`src/rtl/sync_fifo.sv`:
```
// Single-clock FIFO with registered flags, per-cycle reject pulses and registered read data.
// A write into a full FIFO is accepted when a read is requested in the same cycle.
module sync_fifo #(
  parameter int FIFO_WIDTH = 8,
  parameter int FIFO_DEPTH = 16
) (
  input  logic                  CLK,
  input  logic                  nRST,
  input  logic                  fifo_wr_en,
  input  logic [FIFO_WIDTH-1:0] fifo_wr_data,
  input  logic                  fifo_rd_en,
  output logic                  fifo_full,
  output logic                  fifo_empty,
  output logic                  fifo_wr_err,
  output logic                  fifo_rd_err,
  output logic [FIFO_WIDTH-1:0] fifo_rd_data
);

  localparam int AW = $clog2(FIFO_DEPTH);
  localparam int CW = AW + 1;

  logic [FIFO_WIDTH-1:0] r_mem [FIFO_DEPTH];
  logic [AW-1:0]         r_wr_ptr;
  logic [AW-1:0]         r_rd_ptr;
  logic [CW-1:0]         r_count;
  logic                  r_full;
  logic                  r_empty;
  logic                  r_wr_err;
  logic                  r_rd_err;
  logic [FIFO_WIDTH-1:0] r_rd_data;

  logic                  w_wr_ok;
  logic                  w_rd_ok;
  logic [CW-1:0]         w_count_nxt;

  assign w_wr_ok = fifo_wr_en & (~r_full | fifo_rd_en);
  assign w_rd_ok = fifo_rd_en & ~r_empty;

  // Next occupancy from the accepted operations of this cycle.
  always_comb begin
    w_count_nxt = r_count;
    case ({w_wr_ok, w_rd_ok})
      2'b10:   w_count_nxt = r_count + CW'(1);
      2'b01:   w_count_nxt = r_count - CW'(1);
      default: w_count_nxt = r_count;
    endcase
  end

  // Storage array is deliberately not reset; pointers make stale words unreachable.
  always_ff @(posedge CLK) begin
    if (w_wr_ok) begin
      r_mem[r_wr_ptr] <= fifo_wr_data;
    end
  end

  always_ff @(posedge CLK or negedge nRST) begin
    if (!nRST) begin
      r_wr_ptr  <= '0;
      r_rd_ptr  <= '0;
      r_count   <= '0;
      r_full    <= 1'b0;
      r_empty   <= 1'b1;
      r_wr_err  <= 1'b0;
      r_rd_err  <= 1'b0;
      r_rd_data <= '0;
    end else begin
      if (w_wr_ok) begin
        r_wr_ptr <= r_wr_ptr + AW'(1);
      end
      if (w_rd_ok) begin
        r_rd_ptr  <= r_rd_ptr + AW'(1);
        r_rd_data <= r_mem[r_rd_ptr];
      end
      r_count  <= w_count_nxt;
      r_full   <= (w_count_nxt == CW'(FIFO_DEPTH));
      r_empty  <= (w_count_nxt == CW'(0));
      r_wr_err <= fifo_wr_en & ~w_wr_ok;
      r_rd_err <= fifo_rd_en & ~w_rd_ok;
    end
  end

  assign fifo_full    = r_full;
  assign fifo_empty   = r_empty;
  assign fifo_wr_err  = r_wr_err;
  assign fifo_rd_err  = r_rd_err;
  assign fifo_rd_data = r_rd_data;

endmodule

```
`config.mk`:
```
export PLATFORM = sky130hd
export DESIGN_NAME = sync_fifo
export DESIGN_NICKNAME = d
export VERILOG_FILES = /design/src/rtl/sync_fifo.sv
export SDC_FILE = /design/constraint.sdc
export NUM_CORES = 1
export LEC_CHECK = 0
export ABC_AREA = 0
export CORE_ASPECT_RATIO = 0.75
export CORE_MARGIN = 3
export CORE_UTILIZATION = 65
export DETAILED_ROUTE_END_ITERATION = 8
export GPL_ROUTABILITY_DRIVEN = 0
export PLACE_DENSITY = 0.85
export SYNTH_ARGS = -nofsm -noshare
export SYNTH_HDL_FRONTEND = slang
export SYNTH_SLANG_ARGS = --single-unit
```
`constraint.sdc`:
```
create_clock -name CLK -period 6.6 [get_ports CLK]
set_input_delay 1.32 -clock CLK [delete_from_list [all_inputs] [get_ports CLK]]
set_output_delay 1.32 -clock CLK [all_outputs]
set_load 0.01 [all_outputs]
```
==> results.txt, run 1 <==
Pint: 2.18 mW
Starting Density: 0.677
Unique masters post-synth: 43
DR pass1 iterations: 5
I/O Pins: 24
share of cells above drive strength 1: 0.238
final WL: 11900 µm
Syn Nets: 348
critical path class: in -> reg
wire per inst: 23.9 µm
post-route minimum period: 4.20 ns
Mapped Cells: 328
Post-synth ARST share: 0.163
crit share post-route: 0.636
Layout Nets: 377
CTS root buffer: clkbuf_16
final worst-path setup slack: 2.40 ns
sw frac: 0.302
sequential share of power: 0.427
Final setup viols: 0
Hold WC Path Type: reg -> reg
DP Worst Slack: 2.04 ns
WP data arrival: 4.52 ns
H-tree depth: 4
clk slew on worst S/H paths: 0.06 ns
MaxCap Viol Count: 0
Vias: 3137
Primary FF master, synth: edfxtp_1
commonest non-fill, non-tap cells in the layout: edfxtp_1 (128), mux4_2 (32), dfrtp_1 (23), clkdlybuf4s50_1 (23), clkbuf_16 (17)
Slew Limit Fails: 0
P per Cell Area: 437 nW/µm²
antenna violations before repair: 0
Die X-Extent: 119 µm
number of flops mapped to enable cells by yosys: 128
Final TNS setup: 0 ns
synthesis-to-layout area growth: 14.6%
Ys Warns: 0
Comb power frac: 0.284
Relative slew margins: 0.237
TritonCTS clock tree: yes
first-pass GRT wire length: 18900 µm
number of DRC markers in iteration 0: 325
Rows: 30
Final Hold Vio Count: 0
CP Max Fanout: 19
worst path required time: 6.92 ns
post-synthesis sequential area ratio: 0.718
Post-Syn Area: 6230 µm²
Num CTS Buffers: 17
LEAKAGE: 2.43 nW
DRC viols: 0
total global routing overflow: 0
clock tree sinks: 153
Fmax: 238 MHz
status: complete, no violations
Max VDD drop: 0.249 mV
Worst setup SP type: input port
skew final: 0.0137 ns
Detail Route Antenna Nets: 0
post-CTS setup buffers: 0
Mean Syn Cell Area: 19.0 µm²
post-DP HPWL: 7070 µm
Yosys reg bits: 153
largest net degree at the start of global routing: 36
number of global-route vias before repair: 3256
CP endpoint kind: register
RSZ-0062 raised after global routing: no
CORE AREA: 9200 µm²
Die ar.: 10800 µm²
Clk network pwr share: 0.289
I/O Buffers: 23
Die H: 90.8 µm
Diodes inserted: 0
insertion delay to the later sink of the worst-skew pair: 0.42 ns
DR vias/cell: 6.30
overall global routing resource usage: 0.242
worst-case clock buffer depth: 2
Hold Buf Count CTS: 0
most common cell after layout, fill and taps aside: edfxtp_1
worst slew pin tran: 1.14 ns
# resized after CTS: 0
Psw: 0.943 mW
[worst paths after layout]
path	cells after the start	to	from	slack (ns)
worst max-delay path	10	fifo_empty	fifo_rd_en	2.40
worst min-delay path	1	fifo_rd_data[1]	fifo_rd_data[1]	0.52
worst max register to register	9	fifo_empty	fifo_empty	3.14
worst min register to register	1	fifo_rd_data[1]	fifo_rd_data[1]	0.52
min in group asynchronous	1	r_rd_ptr[2]	nRST	1.52
max in group asynchronous	1	r_rd_ptr[0]	nRST	4.33
[flip-flops by register name, summed over array words and instances (netlist names)]
signal and count:
r_mem 128, fifo_rd_data 8, r_count 5, r_rd_ptr 4
r_wr_ptr 4, fifo_empty 1, fifo_full 1, fifo_rd_err 1
fifo_wr_err 1
[cell usage after synthesis (3+ instances only)]
cell type / number / area share
a221o_1: 8 / 0.013
and2_1: 11 / 0.011
buf_1: 3 / 0.0018
buf_2: 4 / 0.0032
clkbuf_1: 9 / 0.0054
dfrtp_1: 24 / 0.096
edfxtp_1: 128 / 0.62
ha_1: 8 / 0.016
inv_1: 8 / 0.0048
mux2_2: 10 / 0.018
mux2i_1: 8 / 0.013
mux4_2: 32 / 0.12
nand2_1: 8 / 0.0048
nand4_1: 3 / 0.0030
nor2_1: 9 / 0.0054
nor3_1: 9 / 0.0072
nor4_1: 4 / 0.0040
xnor2_1: 9 / 0.013
[cell type report]
class	instances	area, µm²
well taps	128	160
fillers	491	2060
repair buffers	29	275
inverters	10	37.5
clock buffers	18	429
flip-flops and latches	153	4470
clock inverters	14	125
multi-input cells	146	1640
[worst max-delay path: stages]
cell and delay (ns):
clkdlybuf4s50_1 0.47, nand2b_1 0.58, inv_2 0.15, ha_1 0.35
xor2_1 0.20, ha_1 0.22, or3_4 0.38, a2111o_1 0.42
a31o_1 0.25, nor3_1 0.16
[power by group through the flow]
stage | Combinational (mW) | Clock, mW | Sequential (mW)
2_1_floorplan | 0.691 | 0 | 1.28
3_3_place_gp | 0.859 | 0 | 1.34
3_5_place_dp | 0.880 | 0 | 1.34
4_1_cts | 0.895 | 0.913 | 1.33
5_1_grt | 0.965 | 0.957 | 1.34
6_report | 0.886 | 0.902 | 1.33
[logic make-up (layout without fill, tap and decap cells)]
group | count (synthesis) | count (layout) | share of synthesized area
AND/OR/NAND/NOR | 57 | 57 | 0.0552
AO/OA/AOI/OAI | 19 | 19 | 0.0259
buffers and inverters | 29 | 71 | 0.0213
adder cells (fa/ha/maj) | 8 | 8 | 0.0161
XOR/XNOR | 11 | 11 | 0.0155
multiplexers | 51 | 51 | 0.148
flip-flops | 153 | 153 | 0.718
[routing by layer]
| metal | wire length [µm] | vias to the layer above | track usage |
|---|---|---|---|
| li1 | - | 1365 | - |
| met1 | 5290 | 1644 | 0.357 |
| met2 | 5670 | 112 | 0.362 |
| met3 | 803 | 16 | 0.0739 |
| met4 | 125 | 0 | 0.0617 |
| met5 | 0 | - | 0 |
[through the flow]
| step | utilization | total power, mW | hold slack [ns] | cells | area, µm² |
|---|---|---|---|---|---|
| final | 0.776 | 3.12 | 0.520 | 498 | 7140 |
| after global routing | 0.776 | 3.27 | 0.526 | 498 | 7140 |
| after CTS | 0.776 | 3.13 | 0.518 | 498 | 7140 |
| after detailed placement | 0.716 | 2.22 | 0.506 | 466 | 6580 |
| after global placement | 0.716 | 2.20 | 0.502 | 466 | 6580 |
| after floorplan | - | 1.97 | 0.496 | 328 | 6230 |
No activity file was read; power rests on OpenSTA's default activity.
==> run 2: changes to the inputs <==
--- a/config.mk
+++ b/config.mk
@@ -8,10 +8,10 @@
 export ABC_AREA = 0
 export CORE_ASPECT_RATIO = 0.75
 export CORE_MARGIN = 3
-export CORE_UTILIZATION = 65
+export CORE_UTILIZATION = 54
 export DETAILED_ROUTE_END_ITERATION = 8
 export GPL_ROUTABILITY_DRIVEN = 0
-export PLACE_DENSITY = 0.85
+export PLACE_DENSITY = 0.76
 export SYNTH_ARGS = -nofsm -noshare
 export SYNTH_HDL_FRONTEND = slang
 export SYNTH_SLANG_ARGS = --single-unit
==> constraint.sdc (replaced) <==
create_clock -name CLK -period 3.7 [get_ports CLK]
set_input_delay 0.74 -clock CLK [delete_from_list [all_inputs] [get_ports CLK]]
set_output_delay 0.74 -clock CLK [all_outputs]
set_load 0.01 [all_outputs]
==> run 2 against run 1 <==
Global-route usage decreased by 3.9 points. Setup slack lost 1.9 ns. Via count fell by 1.1%. Sequential cell count unchanged. First-iteration DRC count increased by 14%. Clock skew increased by 0.0013 ns. Critical path depth grew 1. Power grew 79%. Clock power is 77% higher. Largest cell class unchanged. Largest power group unchanged.
==> results.txt, run 2 (synthesized netlist as in run 1, its figures left out) <==
clock tree sinks: 153
Slew Limit Fails: 0
DP Worst Slack: 0.135 ns
Final Hold Vio Count: 0
clk slew on worst S/H paths: 0.06 ns
# resized after CTS: 0
number of DRC markers in iteration 0: 370
Rows: 33
final worst-path setup slack: 0.546 ns
skew final: 0.0150 ns
Layout Nets: 386
Detail Route Antenna Nets: 0
first-pass GRT wire length: 18700 µm
critical path class: in -> reg
P per Cell Area: 771 nW/µm²
DR pass1 iterations: 5
worst hold path depth: 1
Final setup viols: 0
Vias: 3103
Starting Density: 0.561
share of cells above drive strength 1: 0.265
Relative slew margins: 0.312
final WL: 12000 µm
fin util: 0.651
CORE AREA: 11100 µm²
max reg flops: 128
post-route cell area: 7230 µm²
FILL cells: 709
most common cell after layout, fill and taps aside: edfxtp_1
Num CTS Buffers: 17
RSZ-0062 raised after global routing: no
insertion delay to the later sink of the worst-skew pair: 0.43 ns
Hold WC Path Type: reg -> reg
synthesis-to-layout area growth: 16.1%
status: complete, no violations
CTS root buffer: clkbuf_16
Fmax: 317 MHz
overall global routing resource usage: 0.203
Area after DPL: 6680 µm²
LEAKAGE: 2.48 nW
Diodes inserted: 0
worst slew pin tran: 1.03 ns
Max VDD drop: 0.623 mV
Hold Buf Count CTS: 0
post-route minimum period: 3.15 ns
I/O Pins: 24
number of global-route vias before repair: 3168
WP data arrival: 3.49 ns
H-tree depth: 4
R2R depth: 9
reg2reg setup slack: 0.97 ns
commonest non-fill, non-tap cells in the layout: edfxtp_1 (128), mux4_2 (32), dfrtp_1 (23), clkdlybuf4s50_1 (23), clkbuf_16 (17)
worst path required time: 4.04 ns
Die H: 99.0 µm
CP endpoint kind: register
DR vias/cell: 5.99
Crit Reg-Reg Endpoint: fifo_full
crit share post-route: 0.852
TritonCTS clock tree: yes
antenna violations before repair: 0
MaxCap Viol Count: 0
largest net degree at the start of global routing: 36
Die X-Extent: 130 µm
post-CTS setup buffers: 0
I/O Buffers: 23
Worst setup SP type: input port
Setup crit end: fifo_full
Final TNS setup: 0 ns
DRC viols: 0
Most flops, register: r_mem
post-DP HPWL: 7600 µm
Die ar.: 12900 µm²
CP Max Fanout: 6
worst flop-to-flop path startpoint: fifo_empty
worst-case clock buffer depth: 2
total global routing overflow: 0
Total Power: 5.57 mW
crit path launch: fifo_rd_en
wire per inst: 23.2 µm
## run 2: layout make-up
type | count | area, µm² | area share
tap | 140 | 175 | 0.0242
clock inverter | 14 | 128 | 0.0176
sequential | 153 | 4470 | 0.618
multi-input combinational | 146 | 1650 | 0.228
inverter | 10 | 37.5 | 0.00519
clock buffer | 17 | 425 | 0.0588
timing repair buffer | 38 | 343 | 0.0474
## run 2: worst min path at each step
stage                                  to             from
after detailed placement  fifo_rd_data[6]  fifo_rd_data[6]
after CTS                 fifo_rd_data[6]  fifo_rd_data[6]
final                     fifo_rd_data[6]  fifo_rd_data[6]
after floorplan                 fifo_full             nRST
after global routing      fifo_rd_data[6]  fifo_rd_data[6]
after global placement    fifo_rd_data[6]  fifo_rd_data[6]
## run 2: where the power goes
group          switching, mW  total, mW  internal (mW)
clock                  0.681       1.60          0.923
sequential             0.237       2.38           2.14
combinational          0.763       1.59          0.827
## run 2: through the flow
stage          instances  hold WS (ns)
2_1_floorplan        328         0.444
3_3_place_gp         487         0.495
3_5_place_dp         487         0.507
4_1_cts              518         0.521
5_1_grt              518         0.538
6_report             518         0.512
## run 2: critical path: stages
cell and delay, ns:
clkdlybuf4s50_1 0.53, nand2b_1 0.14, and2_1 0.17, inv_2 0.09, ha_1 0.21, xor2_1 0.16
ha_1 0.22, or3_4 0.38, a2111o_1 0.42, a31o_1 0.24, nor3b_2 0.18
## run 2: metal layers
layer  vias to the layer above  share of wire  routed length, µm  track usage
met5                         -              0                  0            0
met4                         0         0.0092                110       0.0519
met3                         8          0.088               1060       0.0650
met2                       118           0.45               5440        0.286
met1                      1595           0.45               5400        0.313
li1                       1382              -                  -            -
